[config.mk]
export PLATFORM = sky130hd
export DESIGN_NAME = merge_escrita_memoria
export DESIGN_NICKNAME = d
export VERILOG_FILES = /design/src/rtl/merge_escrita_memoria.sv
export SDC_FILE = /design/constraint.sdc
export NUM_CORES = 1
export LEC_CHECK = 0
export CELL_PAD_IN_SITES_DETAIL_PLACEMENT = 2
export CELL_PAD_IN_SITES_GLOBAL_PLACEMENT = 2
export CORE_UTILIZATION = 28
export DETAILED_ROUTE_END_ITERATION = 12
export PLACE_DENSITY_LB_ADDON = 0.1
export SYNTH_ARGS = -nofsm -noshare
export SYNTH_HDL_FRONTEND = slang
export SYNTH_SLANG_ARGS = --single-unit
[constraint.sdc]
create_clock -name clk -period 3.6 [get_ports clk]
set_clock_uncertainty 0.05 [all_clocks]
set_input_delay 0.72 -clock clk [delete_from_list [all_inputs] [get_ports clk]]
set_output_delay 0.72 -clock clk [all_outputs]
set_load 0.05 [all_outputs]
[src/rtl/merge_escrita_memoria.sv]
// merge_escrita_memoria
//
// Turns a sub-word (or unaligned full-word) store into a read-modify-write on a
// word-wide memory. A full, aligned store goes straight to a write. Anything
// else reads the addressed word, waits MEM_LATENCY cycles, then writes back.
// The store's bytes replace part of that word, and the rest of the word is kept.
// Bytes that would cross into the next word are dropped.
//
// Handshake: a request is taken on a rising edge where req_valid=1 and
// req_ready=1. req_ready is high only while idle (OCIOSO), so req_valid held
// during an operation is ignored. Addr/size/data are latched at that edge.
//
// Ports
//   clk, rst_n            clock, synchronous active-low reset
//   req_valid/req_ready   request handshake
//   req_addr              byte address of the store
//   req_size              00=DATA_W, 01=32b, 10=16b, 11=8b
//   req_data              store data, right-aligned
//   mem_addr              word-aligned memory address
//   mem_rd / mem_rdata    read strobe / read data (captured when leaving ESPERA)
//   mem_wr / mem_wdata    write strobe / merged word (zero when not writing)
//   done                  one-cycle completion pulse
//   erro_alinh            misalignment flag, qualified by done
//
// Optional feature: define MERGE_ALINH_TRAP_EN to reject requests whose byte
// offset is not a multiple of the store size. Such a request goes straight to
// FIM with erro_alinh=1 and makes no memory access. Without the macro,
// erro_alinh is tied to 0 and misaligned stores are merged.

module merge_escrita_memoria #(
    parameter int DATA_W      = 64,
    parameter int ADDR_W      = 64,
    parameter int MEM_LATENCY = 1
) (
    input  logic              clk,
    input  logic              rst_n,
    input  logic              req_valid,
    output logic              req_ready,
    input  logic [ADDR_W-1:0] req_addr,
    input  logic [1:0]        req_size,
    input  logic [DATA_W-1:0] req_data,
    output logic [ADDR_W-1:0] mem_addr,
    output logic              mem_rd,
    input  logic [DATA_W-1:0] mem_rdata,
    output logic              mem_wr,
    output logic [DATA_W-1:0] mem_wdata,
    output logic              done,
    output logic              erro_alinh
);

    localparam int NB    = DATA_W / 8;
    localparam int OFF_W = $clog2(NB);
    localparam int CNT_W = (MEM_LATENCY > 1) ? $clog2(MEM_LATENCY) : 1;
    localparam logic [CNT_W-1:0] CNT_LAST = CNT_W'(MEM_LATENCY - 1);

    typedef enum logic [2:0] {
        OCIOSO,
        LEITURA,
        ESPERA,
        ESCRITA,
        FIM
    } estado_t;

    estado_t           estado_q, estado_d;
    logic [ADDR_W-1:0] addr_q,   addr_d;
    logic [1:0]        size_q,   size_d;
    logic [DATA_W-1:0] data_q,   data_d;
    logic [DATA_W-1:0] wdata_q,  wdata_d;
    logic [CNT_W-1:0]  cnt_q,    cnt_d;
`ifdef MERGE_ALINH_TRAP_EN
    logic              erro_q,   erro_d;
`endif

    // On a 16-bit memory a 32-bit store covers the whole word and more.
    // It is handled exactly like a full-word store.
    function automatic logic [1:0] eff_size(input logic [1:0] s);
        if (DATA_W == 16 && s == 2'b01) begin
            return 2'b00;
        end
        return s;
    endfunction

    function automatic int bytes_of(input logic [1:0] s);
        case (s)
            2'b00:   return NB;
            2'b01:   return 4;
            2'b10:   return 2;
            default: return 1;
        endcase
    endfunction

    // Merge of the latched store into the word arriving on mem_rdata.
    // The data is shifted up to its byte offset. A byte lane takes store data
    // only inside [off, off+n-1]. Lanes past the top of the word do not exist,
    // so the overflow bytes are dropped.
    logic [DATA_W-1:0] merged;
    always_comb begin
        int                off_i;
        int                n_i;
        logic [DATA_W-1:0] shifted;
        off_i   = int'(addr_q[OFF_W-1:0]);
        n_i     = bytes_of(size_q);
        shifted = data_q << (8 * off_i);
        for (int i = 0; i < NB; i++) begin
            if (i >= off_i && i < off_i + n_i) begin
                merged[8*i +: 8] = shifted[8*i +: 8];
            end else begin
                merged[8*i +: 8] = mem_rdata[8*i +: 8];
            end
        end
    end

    // Next-state and datapath register updates
    always_comb begin
        logic [1:0] sz_in;
        int         off_in;
`ifdef MERGE_ALINH_TRAP_EN
        int         n_in;
`endif
        estado_d = estado_q;
        addr_d   = addr_q;
        size_d   = size_q;
        data_d   = data_q;
        wdata_d  = wdata_q;
        cnt_d    = cnt_q;
`ifdef MERGE_ALINH_TRAP_EN
        erro_d   = erro_q;
        n_in     = bytes_of(eff_size(req_size));
`endif
        sz_in    = eff_size(req_size);
        off_in   = int'(req_addr[OFF_W-1:0]);

        case (estado_q)
            OCIOSO: begin
                if (req_valid) begin
                    addr_d = req_addr;
                    size_d = sz_in;
                    data_d = req_data;
                    cnt_d  = '0;
`ifdef MERGE_ALINH_TRAP_EN
                    erro_d = 1'b0;
                    if ((off_in % n_in) != 0) begin
                        erro_d   = 1'b1;
                        estado_d = FIM;
                    end else
`endif
                    if (sz_in == 2'b00 && off_in == 0) begin
                        wdata_d  = req_data;
                        estado_d = ESCRITA;
                    end else begin
                        estado_d = LEITURA;
                    end
                end
            end
            LEITURA: begin
                cnt_d    = '0;
                estado_d = ESPERA;
            end
            ESPERA: begin
                if (cnt_q == CNT_LAST) begin
                    wdata_d  = merged;
                    cnt_d    = '0;
                    estado_d = ESCRITA;
                end else begin
                    cnt_d = cnt_q + 1'b1;
                end
            end
            ESCRITA: estado_d = FIM;
            FIM:     estado_d = OCIOSO;
            default: estado_d = OCIOSO;
        endcase
    end

    always_ff @(posedge clk) begin
        if (!rst_n) begin
            estado_q <= OCIOSO;
            addr_q   <= '0;
            size_q   <= '0;
            data_q   <= '0;
            wdata_q  <= '0;
            cnt_q    <= '0;
`ifdef MERGE_ALINH_TRAP_EN
            erro_q   <= 1'b0;
`endif
        end else begin
            estado_q <= estado_d;
            addr_q   <= addr_d;
            size_q   <= size_d;
            data_q   <= data_d;
            wdata_q  <= wdata_d;
            cnt_q    <= cnt_d;
`ifdef MERGE_ALINH_TRAP_EN
            erro_q   <= erro_d;
`endif
        end
    end

    // Outputs are decoded from the state register.
    // Read and write strobes come from different states, so they never overlap.
    always_comb begin
        req_ready = (estado_q == OCIOSO);
        mem_rd    = (estado_q == LEITURA);
        mem_wr    = (estado_q == ESCRITA);
        done      = (estado_q == FIM);
        mem_wdata = (estado_q == ESCRITA) ? wdata_q : '0;
        mem_addr  = {addr_q[ADDR_W-1:OFF_W], {OFF_W{1'b0}}};
`ifdef MERGE_ALINH_TRAP_EN
        erro_alinh = (estado_q == FIM) && erro_q;
`else
        erro_alinh = 1'b0;
`endif
    end

endmodule

==> metrics <==
reg-to-reg startpoint size_q[0]; maximum vdd drop 0.3499 mV; Synth Area in Simple Gates 23.93%; layout cells sized above 1 12.78%; Post-CTS Setup Inserts 0; commonest non-fill, non-tap cell in the layout nand2_1; DP Area 15,820 sq um; FFs w/ async S/R, synth 0%; Max-cap violations 0; DP Wirelength 39.94 mm; Clock power frac 32.7%; Flop pwr share 39.2%; via count 11,710; remaining antenna violation count 0; Arr. time, crit path 2.72 ns; First-pass DRT Iterations 5; PD cells 392.0 nW/um^2; cell count after synthesis 1,480; Netlist cell types 82; DRT iter0 DRCs 575; relative max-transition margin 35.01%; post-synthesis adder-cell area fraction 0.4809%; Hold EP addr_q[18]; CTS root buf clkbuf_16; switch share 34.02%; Area contributors post-synth dfxtp_1, nand2_1, a21boi_0; Worst Hold Depth 2; Final setup viols 0; post-route setup TNS 0 ns; FF-to-FF setup slack 0.60 ns; Worst-path clk slew 0.08 ns; PortBufs 325; P_leak 5.780 nW; cell area after synthesis 11,970 sq um; syn avg cell area 8.086 sq um; Internal Power 0.004248 W; Startpoint Class register; Post-Synth XOR/XNOR Area 0.1359%; most frequent cells in the layout nand2_1, clkdlybuf4s50_1, dfxtp_1; Total Routing Usage GR 24.45%; # diodes 0; CTS Hold Bufs 0; design area 16,430 sq um; Placer Congestion 0.8583; final-report max-slew violation count 0; Tmin final 3.491 ns; mux contribution to synthesized area 8.102%; H-tree lvl count 4; fmax 0.2864 GHz; worst-path fanout max 13; Layout Nets 1,871; drt via density 5.270; RSZ-0062 raised after global routing no; Die H 208.7 microns; drc violations 0; crit path kind register to output pin; crit share post-route 96.98%; initial antenna violation count 1; Die Area 43,570 sq um; Synth Area in Compound Gates 24.80%; RR Endpoint wdata_q[30]; Switching Power 0.002191 W; WL final 52.93 mm; P&R area growth vs syn 37.25%; critical path endpoint category output pin; pin count of the biggest net entering global routing 70; Ports 330; Comb power frac 28.1%; Final Hold Viols 0; global-route wire length before repair 79.64 mm; main combinational cell family by area after synthesis compound AO/OA/AOI/OAI gates; worst hold path type register to register; worst reg2reg path depth 9; hold_sp addr_q[18]; worst skew pair latency 0.49 ns; Setup WS pre-CTS 0.3530 ns; vias in the first global route 12,550; CP Data Required Time 2.83 ns; Synth Register Bits 197; Post-CTS Resized 0; WHS 0.4171 ns; initial core utilization 28.47%; Die W 208.7 microns; row cnt 75; Yosys top cell by area dfxtp_1; final worst-path setup slack 0.1088 ns; clk sinks 197; total CTS buffers 17; status finished, final reports clean; clk buf depth 2; routed length per instance 23.83 microns; Worst-Margin Slew 0.9728 ns; total gr overflow 0; Top FF cell, synth dfxtp_1; Yosys warnings 0; register area share after synthesis 32.95%; number of flops mapped to enable cells by yosys 0; core area 42,040 sq um; CTS tree done; post-synth top area share 32.95%
kinds of logic (layout without fill, tap and decap cells):
kind of cell,after synthesis,after routing
xor+xnor,1,1
fa+ha+maj,4,4
compound gates,403,403
simple gates,590,590
other cells,1,4
flops,197,197
mux,84,84
buf+inv,200,399
power groups by stage:
stage | registers, W | clock network (W) | logic (W)
after global placement | 0.00257 | 0 | 0.00179
final | 0.00253 | 0.00210 | 0.00181
after floorplan | 0.00248 | 0 | 0.00117
after CTS | 0.00252 | 0.00217 | 0.00183
after global routing | 0.00255 | 0.00224 | 0.00194
after detailed placement | 0.00257 | 0 | 0.00182
worst max path at each step:
stage,start,end,slack (ns),cells past startpoint
final,estado_q[0],req_ready,0.11,3
after global routing,estado_q[2],req_ready,0.02,3
after CTS,estado_q[2],req_ready,0.06,3
after detailed placement,req_size[1],wdata_q[12],0.35,8
after global placement,req_size[1],wdata_q[9],0.40,8
after floorplan,estado_q[1],mem_rd,0.69,5
worst max-delay path: stages (launching register included):
cell and delay [ns]:
dfxtp_1 0.39, or2_1 0.52, nor2_1 0.39, clkdlybuf4s50_1 0.91
synthesized netlist by cell type, drive strengths merged (4+ instances only):
| cell type | count |
|---|---|
| a211o | 5 |
| and3b | 5 |
| a211oi | 12 |
| nor4 | 8 |
| and4b | 5 |
| a22o | 8 |
| a21oi | 54 |
| nand2b | 18 |
| mux4 | 7 |
| nor2b | 15 |
| nand2 | 302 |
| and2 | 84 |
| mux2i | 50 |
| a31oi | 24 |
| nor2 | 62 |
| nand3b | 9 |
| o221a | 12 |
| a21boi | 130 |
| a221o | 16 |
| buf | 121 |
| or2 | 5 |
| o21bai | 11 |
| o31ai | 17 |
| a22oi | 8 |
| o2111a | 5 |
| nand3 | 39 |
| nor3 | 13 |
| and3 | 4 |
| o21ai | 56 |
| inv | 7 |
| mux2 | 27 |
| o41ai | 4 |
| dfxtp | 197 |
| o221ai | 6 |
| clkbuf | 72 |
| a221oi | 6 |
| o21a | 10 |
| or3 | 16 |
flip-flops by register name, summed over array words and instances (netlist names):
name and cells:
size_q 2, addr_q 64, estado_q 3, data_q 64, wdata_q 64
per-stage QoR:
step	power, W	std cells	util [%]
2_1_floorplan	0.003655	1483	-
3_3_place_gp	0.004354	2190	37.62
3_5_place_dp	0.004396	2190	37.62
4_1_cts	0.006531	2221	39.07
5_1_grt	0.006730	2221	39.07
6_report	0.006439	2221	39.07
final cells by class:
type                            instances  area [sq um]
Clock buffer                           23         488.0
Clock inverter                          8         121.4
Fill cell                            4661         25610
Inverter                                7         26.28
Multi-Input combinational cell       1086          6909
Sequential cell                       197          3948
Tap cell                              539         674.4
Timing Repair Buffer                  361          4259
per-layer routing:
metal	up-vias	track usage (%)	wire (microns)
met5	-	0	0
met4	0	6.947	947
met3	42	4.073	2164
met2	271	41.45	25940
met1	5912	31.79	23880
li1	5480	-	-
(Power assumes the default switching activity.)
